### src/rtl/uart_pkg.sv
// Shared UART definitions: parity mode codes, rx FSM state encoding and the
// majority-vote helper used by the receive sampler.
package uart_pkg;

    localparam int PARITY_NONE = 0;
    localparam int PARITY_EVEN = 1;
    localparam int PARITY_ODD  = 2;

    localparam logic [2:0] RX_IDLE   = 3'd0;
    localparam logic [2:0] RX_START  = 3'd1;
    localparam logic [2:0] RX_DATA   = 3'd2;
    localparam logic [2:0] RX_PARITY = 3'd3;
    localparam logic [2:0] RX_STOP   = 3'd4;

    function automatic logic maj3(input logic a, input logic b, input logic c);
        return (a & b) | (a & c) | (b & c);
    endfunction

endpackage

### src/rtl/uart_rx_sampler.sv
// Two-flop synchroniser for rx_line plus a 3-sample mid-bit majority voter.
// vote is valid on the os_tick where os_cnt = OS_RATE/2+1.
module uart_rx_sampler
    import uart_pkg::*;
#(
    parameter int OS_RATE = 16,
    parameter int CW      = 4
) (
    input  logic          clk,
    input  logic          rst,
    input  logic          os_tick,
    input  logic          rx_line,
    input  logic [CW-1:0] os_cnt,
    output logic          line_sync,
    output logic          vote
);

    localparam logic [CW-1:0] CNT_EARLY = CW'(OS_RATE / 2 - 1);
    localparam logic [CW-1:0] CNT_MID   = CW'(OS_RATE / 2);

    logic       sync_meta;
    logic [1:0] early;

    always_ff @(posedge clk or posedge rst) begin
        if (rst) begin
            sync_meta <= 1'b1;
            line_sync <= 1'b1;
            early     <= 2'b11;
        end else begin
            sync_meta <= rx_line;
            line_sync <= sync_meta;
            if (os_tick && os_cnt == CNT_EARLY) early[0] <= line_sync;
            if (os_tick && os_cnt == CNT_MID)   early[1] <= line_sync;
        end
    end

    // Third sample is the live synchronised value at the vote tick.
    assign vote = maj3(early[0], early[1], line_sync);

endmodule

### src/rtl/uart_rx_gen2.sv
// Oversampling UART receiver with parity/frame checks, break detection and a
// single-word holding register with overrun reporting.
module uart_rx_gen2
    import uart_pkg::*;
#(
    parameter int DATA_BITS   = 8,
    parameter int PARITY_MODE = 0,
    parameter int STOP_BITS   = 1,
    parameter int OS_RATE     = 16
) (
    input  logic                 clk,
    input  logic                 rst,
    input  logic                 os_tick,
    input  logic                 rx_line,
    output logic [DATA_BITS-1:0] rx_data,
    output logic                 rx_valid,
    input  logic                 rx_ready,
    output logic                 parity_error,
    output logic                 frame_error,
    output logic                 overrun_error,
    output logic                 break_detect,
    output logic [2:0]           dbg_state
);

    localparam int CW = $clog2(OS_RATE);
    localparam int BW = $clog2(DATA_BITS);

    localparam logic [CW-1:0] CNT_LAST  = CW'(OS_RATE - 1);
    localparam logic [CW-1:0] CNT_VOTE  = CW'(OS_RATE / 2 + 1);
    localparam logic [BW-1:0] DATA_LAST = BW'(DATA_BITS - 1);
    localparam logic [BW-1:0] STOP_LAST = BW'(STOP_BITS - 1);

    logic [2:0]           state;
    logic [CW-1:0]        os_cnt;
    logic [BW-1:0]        bit_cnt;
    logic [DATA_BITS-1:0] shreg;
    logic                 par_bit;
    logic                 stop_err;
    logic                 stop_hi;
    logic                 brk_wait;
    logic                 line_sync;
    logic                 vote;
    logic                 par_err;
    logic                 is_break;

    uart_rx_sampler #(.OS_RATE(OS_RATE), .CW(CW)) u_sampler (
        .clk      (clk),
        .rst      (rst),
        .os_tick  (os_tick),
        .rx_line  (rx_line),
        .os_cnt   (os_cnt),
        .line_sync(line_sync),
        .vote     (vote)
    );

    always_comb begin
        par_err = 1'b0;
        if (PARITY_MODE == PARITY_EVEN)     par_err = (^shreg) ^ par_bit;
        else if (PARITY_MODE == PARITY_ODD) par_err = ~((^shreg) ^ par_bit);
    end

    // Break: every data, parity and stop vote of the frame was 0.
    assign is_break = (shreg == '0) && (PARITY_MODE == PARITY_NONE || !par_bit) &&
                      !stop_hi && !vote;

    assign dbg_state = state;

    // Handshake: a word is transferred on any clk edge where rx_valid and
    // rx_ready are both high; rx_data and the status flags are held stable
    // from the edge that raises rx_valid until that transfer edge.
    always_ff @(posedge clk or posedge rst) begin
        if (rst) begin
            state         <= RX_IDLE;
            os_cnt        <= '0;
            bit_cnt       <= '0;
            shreg         <= '0;
            par_bit       <= 1'b0;
            stop_err      <= 1'b0;
            stop_hi       <= 1'b0;
            brk_wait      <= 1'b0;
            rx_data       <= '0;
            rx_valid      <= 1'b0;
            parity_error  <= 1'b0;
            frame_error   <= 1'b0;
            overrun_error <= 1'b0;
            break_detect  <= 1'b0;
        end else begin
            overrun_error <= 1'b0;
            break_detect  <= 1'b0;
            if (rx_valid && rx_ready) rx_valid <= 1'b0;

            if (os_tick) begin
                os_cnt <= (os_cnt == CNT_LAST) ? '0 : os_cnt + 1'b1;
                case (state)
                    RX_IDLE: begin
                        os_cnt   <= '0;
                        bit_cnt  <= '0;
                        stop_err <= 1'b0;
                        stop_hi  <= 1'b0;
                        if (brk_wait) begin
                            if (line_sync) brk_wait <= 1'b0;
                        end else if (!line_sync) begin
                            state <= RX_START;
                        end
                    end
                    RX_START: begin
                        if (os_cnt == CNT_VOTE && vote) begin
                            state  <= RX_IDLE;
                            os_cnt <= '0;
                        end else if (os_cnt == CNT_LAST) begin
                            state   <= RX_DATA;
                            bit_cnt <= '0;
                        end
                    end
                    RX_DATA: begin
                        if (os_cnt == CNT_VOTE) shreg <= {vote, shreg[DATA_BITS-1:1]};
                        if (os_cnt == CNT_LAST) begin
                            if (bit_cnt == DATA_LAST) begin
                                bit_cnt <= '0;
                                state   <= (PARITY_MODE == PARITY_NONE) ? RX_STOP : RX_PARITY;
                            end else begin
                                bit_cnt <= bit_cnt + 1'b1;
                            end
                        end
                    end
                    RX_PARITY: begin
                        if (os_cnt == CNT_VOTE) par_bit <= vote;
                        if (os_cnt == CNT_LAST) state <= RX_STOP;
                    end
                    RX_STOP: begin
                        if (os_cnt == CNT_VOTE) begin
                            if (bit_cnt == STOP_LAST) begin
                                // Leave at mid-bit so an immediate next start edge is seen.
                                state   <= RX_IDLE;
                                os_cnt  <= '0;
                                bit_cnt <= '0;
                                if (is_break) begin
                                    break_detect <= 1'b1;
                                    brk_wait     <= 1'b1;
                                end else if (!rx_valid || rx_ready) begin
                                    rx_data      <= shreg;
                                    parity_error <= par_err;
                                    frame_error  <= stop_err | ~vote;
                                    rx_valid     <= 1'b1;
                                end else begin
                                    overrun_error <= 1'b1;
                                end
                            end else begin
                                stop_err <= stop_err | ~vote;
                                stop_hi  <= stop_hi | vote;
                            end
                        end else if (os_cnt == CNT_LAST) begin
                            bit_cnt <= bit_cnt + 1'b1;
                        end
                    end
                    default: begin
                        state  <= RX_IDLE;
                        os_cnt <= '0;
                    end
                endcase
            end
        end
    end

endmodule

### config.mk
export PLATFORM = sky130hd
export DESIGN_NAME = uart_rx_gen2
export DESIGN_NICKNAME = d
export VERILOG_FILES = /design/src/rtl/uart_pkg.sv /design/src/rtl/uart_rx_sampler.sv /design/src/rtl/uart_rx_gen2.sv
export SDC_FILE = /design/constraint.sdc
export NUM_CORES = 1
export LEC_CHECK = 0
export CELL_PAD_IN_SITES_DETAIL_PLACEMENT = 2
export CELL_PAD_IN_SITES_GLOBAL_PLACEMENT = 2
export CORE_MARGIN = 4
export CORE_UTILIZATION = 41
export CTS_BUF_LIST = sky130_fd_sc_hd__clkbuf_8
export CTS_CLUSTER_DIAMETER = 50
export DETAILED_ROUTE_END_ITERATION = 6
export GPL_TIMING_DRIVEN = 0
export MAX_ROUTING_LAYER = met4
export PLACE_DENSITY = 0.94
export SLEW_MARGIN = 20
export SYNTH_ARGS = -nofsm -noshare
export SYNTH_HDL_FRONTEND = slang
export SYNTH_SLANG_ARGS = --single-unit
### constraint.sdc
create_clock -name clk -period 3.6 [get_ports clk]
set_clock_uncertainty 0.2 [all_clocks]
set_input_delay 0.36 -clock clk [delete_from_list [all_inputs] [get_ports clk]]
set_output_delay 0.36 -clock clk [all_outputs]
set_load 0.02 [all_outputs]
==> run summary <==
After the first detailed-routing iteration, the DRC count stood at between 60 and 70. The normalized max-slew margin came out at between 40% and 50%. The number of port buffers is 18. The overall fraction of global-route tracks in use is roughly 23%. The number of antenna diodes in the final layout is 0. The start point of the critical path is os_cnt[1]. The data required time at the worst endpoint is about 3.6 ns. The switching power share of the total is ~33%. The net load switching power is ~400 uW. The post-synthesis instance area came out at between 0.0015 and 0.002 mm2. met2 is the most crowded layer. The instance count after placement with tap cells included came out at ~230.

The post-route worst setup slack came out at 1.140 ns. Counting the buffers created by CTS gives 5. The worst register-to-register path ends at bit_cnt[2]. Clock tree synthesis selected as its root buffer the cell clkbuf_8. In the routed design, unresolved DRC markers number 0.

The fraction of the yosys area taken by sequential cells came out at a little over half. The top-level I/O count came out at 21. The post-cts resize count came out at 0. The highest achievable clock rate came out at about 410 MHz. The most used flip-flop cell after synthesis is dfrtp_1. Of the available clock period, the critical path in the final layout requires 68.34%. The signal arrival time at the worst endpoint is about 2.4 ns. The worst hold path belongs to the class flip-flop to flip-flop.

The xor and xnor fraction of the mapped netlist area came out at 0.4937%. The leakage power came out at 1.019 nW. In this run, synthesis produced a sequential element count of 37.

The final global-route overflow total is 0. The total count of hold-check failures in the final report came out at 0. The routability congestion estimate is 0.9145. Setup violations remaining at the end of the flow were counted as 0.

The hold-critical path depth is 0. The share of synthesized registers carrying an async set or reset is 100.0%. The clock sink count is 37.

The minimum period implied by the final worst setup slack is about 2.5 ns. The total wirelength of the detailed-routed design is roughly 5500 um. The share of cells above drive strength 1 is between 20 and 25%. The register-to-register setup slack is 1.14 ns. The first global-routing pass estimated between 8000 and 9000 um of wire. The estimated wirelength of the detail-placed design came out at ~3500 um.

The clock network fraction of total power came out at between 30% and 40%. Yosys printed 0 warnings. The via count of the first global-routing pass is 1550. The post-synthesis cell type count came out at 40. The later-pin clock latency in the skew report came out at around 0.29 ns. The end-of-flow core utilization came out at roughly 52%. The peak ir drop on the vdd network came out at 217.6 uV. The detail-routed via count per cell came out at approximately 5.9. Counting every instance in the synthesized netlist gives ~160. The final sum of negative setup slack came out at 0 ns. Multiplexer cells account for a little over an eighth of the synthesized area. The number of pins exceeding their max-slew limit in the final report is 0. Post-CTS timing repair inserted 0 buffers for setup.

The synthesized-area fraction occupied by adder cells came out at under 10%. The reg-to-reg critical path startpoint is os_cnt[1]. The H-tree depth reported by CTS is 2. The number of standard-cell rows in the floorplan came out at 23. The flow ran to the end, and the final reports show no timing, DRC or antenna violations. The maximum fanout encountered on the critical timing path came out at 4. The synthesized netlist devotes 9.238% of its cell area to compound gates. The area fraction in and, or, nand and nor cells after synthesis is 14.88%. The number of cells on the worst reg-to-reg path is 7. Summed over all instances, the cell type with the most area after synthesis is dfrtp_1. Once layout is complete, the cells apart from fillers number 233. The initial utilization of the core area, before any placement, comes to between 40% and 50%. The number of hold buffers added after CTS is 0. Dividing the synthesized area by the synthesized cell count gives 11.30 um2. The power share of the combinational group came out at a little over a quarter.

After filler insertion, the fill cell instance count of the layout stands at about 420. The startpoint of the lowest-slack hold path is u_sampler.sync_meta. After clock tree synthesis, the clock-pin slew on the worst setup and hold paths is ~0.070 ns. The portion of synthesized cell area occupied by the leading cell type is a little under half. The number of nets produced by synthesis is approximately 170. TritonCTS built the clock tree.

STA classifies the critical path endpoint as a flip-flop. The post-placement worst setup slack is 1.266 ns. The remaining antenna violation count came out at 0.

After detailed routing, the average wire length per cell comes to ~23 um. The initial antenna violation count is 0. For this run, global-route usage on met2 was measured as a little under 40%. After synthesis, the largest family of logic cells by area is simple AND/OR/NAND/NOR gates. The area inside the core boundary came out at about 0.004 mm2. In the post-synthesis netlist, the biggest area contributors are dfrtp_1, mux2_2, dfstp_2, ha_1, nand3_1.

The area growth from synthesis to layout came out at 20.24%. The global-route track usage on met1 came out at 26.64%. The met3 track utilization from global routing is under 10%.

The layout net count is slightly below 200. At the pin with the least slew margin, the transition time is between 0.7 and 0.8 ns. The design internal power is 821.8 uW. The die height came out at around 74 um. The number of buffers on the longest clock path is 2. The total iterations of the first detailed-routing run came out at 4. By startpoint and endpoint, the worst setup path is classified as flip-flop to flip-flop. For hold timing, the worst endpoint is u_sampler.line_sync. The max-cap violation count came out at 0.

The pin count of the biggest net entering global routing is 38. Yosys mapped a number of flops with a built-in enable equal to 0. The worst setup path is launched from a flip-flop. The horizontal die dimension came out at ~74 um. The sequential share of power came out at a little over two fifths. The worst hold slack is 0.1608 ns. The die area is 0.005443 mm2. Setup repair after global routing left no endpoint under its margin. In this run the power density over the cells is about 570 mW/mm2. The total number of vias is around 1400.
==> placed cells by master, fill, tap and decap left out, drive strengths merged, types with 2 or more instances in the layout <==
cell	Yosys	final
dfrtp	33	33
mux2	20	20
clkdlybuf4s50	0	18
inv	9	10
clkbuf	4	10
nand2	9	9
nor2	8	8
nand3	7	7
ha	6	6
o21ai	6	6
nor3	5	5
nand4b	4	4
a31oi	4	4
dfstp	4	4
buf	4	4
nand2b	3	3
o22ai	3	3
nor4	3	3
a21oi	3	3
and3	2	2
a21o	2	2
or3	2	2
nor2b	2	2
==> sequential cells by signal (all words and copies together), names as in the netlist, 2 cells and up <==
signal and flops:
rx_data 8, shreg 8, os_cnt 4, bit_cnt 3, dbg_state 3, u_sampler.early 2
==> per-stage QoR <==
step | power (mW) | area, um2
6_report | 1.224 | 2133
3_3_place_gp | 0.7973 | 2017
2_1_floorplan | 0.7335 | 1774
4_1_cts | 1.229 | 2133
3_5_place_dp | 0.8364 | 2017
5_1_grt | 1.291 | 2133
==> worst max-delay path by stage <==
| stage | cells after the start | slack (ns) | end |
|---|---|---|---|
| 2_1_floorplan | 6 | 1.42 | rx_data[0] |
| 5_1_grt | 7 | 1.04 | bit_cnt[2] |
| 6_report | 7 | 1.14 | bit_cnt[2] |
| 3_3_place_gp | 7 | 1.35 | bit_cnt[2] |
| 4_1_cts | 7 | 1.16 | bit_cnt[0] |
| 3_5_place_dp | 7 | 1.27 | bit_cnt[0] |
==> power by group through the flow <==
stage / clock network [mW] / registers (mW) / logic [mW]
final: 0.375 / 0.528 / 0.321
after global routing: 0.404 / 0.535 / 0.351
after CTS: 0.382 / 0.528 / 0.320
after detailed placement: 0 / 0.533 / 0.303
after global placement: 0 / 0.523 / 0.274
after floorplan: 0 / 0.524 / 0.210
==> per-layer routing <==
layer  vias up  part of all wire [%]  wire (um)
met5         -                     0          0
met4         0                   3.0        164
met3        10                   3.7        203
met2        39                    52       2851
met1       716                    41       2244
li1        607                     -          -
==> cells in the mapped netlist, types with 2 or more instances <==
| cell | count |
|---|---|
| dfrtp_1 | 33 |
| mux2_2 | 18 |
| inv_1 | 9 |
| nand2_1 | 9 |
| nor2_1 | 8 |
| nand3_1 | 7 |
| ha_1 | 6 |
| nor3_1 | 5 |
| a31oi_1 | 4 |
| clkbuf_1 | 4 |
| dfstp_2 | 4 |
| nand4b_1 | 4 |
| o21ai_0 | 4 |
| a21oi_1 | 3 |
| nand2b_1 | 3 |
| nor4_1 | 3 |
| o22ai_1 | 3 |
| a21o_1 | 2 |
| and3_1 | 2 |
| buf_2 | 2 |
| buf_4 | 2 |
| mux2_4 | 2 |
| o21ai_1 | 2 |
| or3_1 | 2 |
==> critical path, stage by stage, from the launching register on <==
cell and delay, ns:
dfrtp_1 0.40, inv_1 0.10, ha_1 0.18, nand3b_1 0.23, o21bai_1 0.36, o21ai_1 0.14, a211o_1 0.41, mux2_4 0.32
==> cell families after synthesis <==
group | count (synthesis)
AO/OA/AOI/OAI | 25
XOR/XNOR | 1
adder cells (fa/ha/maj) | 7
buffers and inverters | 17
flip-flops | 37
multiplexers | 21
other | 1
AND/OR/NAND/NOR | 48
==> final cells by class <==
class	count	area, um2	area share, %
buffer	8	40.04	1.877
timing repair buffer	18	180.2	8.446
inverter	9	33.78	1.584
sequential	37	930.9	43.64
multi-input combinational	103	769.5	36.07
clock buffer	6	82.58	3.871
clock inverter	2	33.78	1.584
tap	50	62.56	2.933
Note: power is estimated with default switching activity, not from simulation.
==> RTL change, RTL diff (config.mk and constraints unchanged) <==
`OS_RATE` is set to 16 in 2 places; all go to 8.
--- a/src/rtl/uart_rx_sampler.sv
+++ b/src/rtl/uart_rx_sampler.sv
@@ -4,5 +4,5 @@
     import uart_pkg::*;
 #(
-    parameter int OS_RATE = 16,
+    parameter int OS_RATE = 8,
     parameter int CW      = 4
 ) (
--- a/src/rtl/uart_rx_gen2.sv
+++ b/src/rtl/uart_rx_gen2.sv
@@ -7,5 +7,5 @@
     parameter int PARITY_MODE = 0,
     parameter int STOP_BITS   = 1,
-    parameter int OS_RATE     = 16
+    parameter int OS_RATE     = 8
 ) (
     input  logic                 clk,
Behaviour: not the same (Yosys sat finds a counterexample within 10 cycles, from zero or initial values and one cycle with rst high).
==> RTL change against the unedited design <==
  * Worst setup slack got worse by 0.053 ns
  * Non-clock buffer count decreased by 1
  * Count of clock-buffer cells in the layout stayed put
  * First-iteration DRC count increased by 26%
  * Power increased by 13%
  * Combinational power increased by 64%
  * Synthesized area down 1.6%
  * Design area decreased by 1.9%
  * Wire length fell by 7.5%
  * Final cell count down 1.3%
  * Sequential cell count is 1 lower
==> RTL change: results (changes against the unedited design) <==
synth cell count leaders - dfrtp_1 (32), mux2_2 (20), nand2_1 (15)
P_leak - 0.9944 nW (-2.4%)
Detailed Route WL - 5055 um (-7.5%)
Detailed Place HPWL - 3472 um (-0.80%)
dpl cells - 222 (-1.3%)
Worst slew margin - 0.4595 (-0.02538)
largest registers - rx_data x8, shreg x8
hold_ws - 0.1739 ns (+0.01310 ns)
Mapped Cells - 153 (-2.5%)
initial antenna violation count - 0 (unchanged)
overall routing resource usage - 0.2166 (-0.01490)
Int Power - 0.8347 mW (+1.6%)
Seq/Total Area, Yosys - 0.5186 (-0.006058)
sequential power share - 0.393 (-0.038)
vias per inst - 5.683 (-3.5%)
DRT iter0 DRCs - 86 (+26%)
Arr. time, crit path - 2.49 ns (+0.05 ns)
Slew Viols, Final - 0 (unchanged)
combinational group share of total power - 0.383 (+0.121)
CP max FO - 5 (+1)
Synth Net Count - 166 (-1.2%)
fraction of layout cells with a size suffix above 1 - 0.2167 (+0.009016)
Sw Share - 0.3945 (+0.06602)
HP Class - register to register
largest net degree at the start of global routing - 37 (-2.6%)
first-pass GRT wire length - 8259 um (-7.3%)
Placed Area - 0.001999 sq mm (-0.87%)
total number of vias - 1,307 (-4.7%)
gpl congestion - 0.8532 (-6.7%)
Hold EP - u_sampler.line_sync
Reg-to-Reg Start - os_cnt[0]
status - complete, no violations
post-place setup slack - 1.125 ns (-0.1411 ns)
port bufs - 19 (+1)
drt pass-1 iters - 4 (unchanged)
main area contributors after synthesis - dfrtp_1 (46%), mux2_2 (13%), dfstp_2 (6.0%), ha_1 (5.7%), nand2_1 (3.2%)
worst vdd ir - 0.0003081 V (+42%)
## RTL change: cell count changes in the layout (fill, tap and decap cells not counted), moves of 3 or more
cell      change
nand3_1       -6
nand2_1       +6
nand4b_1      -3
nor4_1        -3
or4_1         +3
## RTL change: how the worst max path moves through the flow
stage | slack (ns) | to | cells after the start | start
after floorplan | 1.40 | frame_error | 4 | shreg[0]
after global placement | 1.19 | shreg[4] | 5 | os_tick
after detailed placement | 1.13 | shreg[5] | 5 | os_tick
after CTS | 1.11 | bit_cnt[2] | 7 | os_cnt[0]
after global routing | 1.02 | bit_cnt[2] | 7 | os_cnt[0]
final | 1.09 | bit_cnt[2] | 7 | os_cnt[0]
## RTL change: worst max-delay path, cell delays in order (launching register included)
cell,delay (ns)
dfrtp_1,0.44
ha_1,0.22
ha_1,0.28
inv_1,0.11
maj3_1,0.38
nor3_1,0.21
o22ai_1,0.22
mux2_2,0.33
## RTL change: cells by family (layout without fill, tap and decap cells)
group                      Yosys count  in the layout  share of synthesized area
AOI/OAI and AO/OA                   24             24                    0.09097
muxes                               22             22                     0.1411
DFF                                 36             36                     0.5186
and+or+nand+nor                     43             43                     0.1375
adders and majority gates           10             10                    0.06877
buffers and inverters               17             44                    0.04083
other                                1              1                   0.002147
## RTL change: layer usage
metal | part of all wire | routed length (um) | global-route usage | vias to the layer above
met5 | 0 | 0 | - | -
met2 | 0.53 | 2685 | 0.3724 | 30
met3 | 0.037 | 187 | 0.05472 | 9
met1 | 0.42 | 2113 | 0.2498 | 678
met4 | 0.013 | 68 | 0.05943 | 0
li1 | - | - | - | 590
## RTL change: layout make-up
cell class,instances,area [sq um]
multi-input combinational,100,769.5
clock inverter,2,10.01
clock buffer,6,82.58
fill,416,1966
tap,50,62.56
inverter,11,41.29
sequential,36,905.9
buffer,6,30.03
timing repair buffer,19,190.2
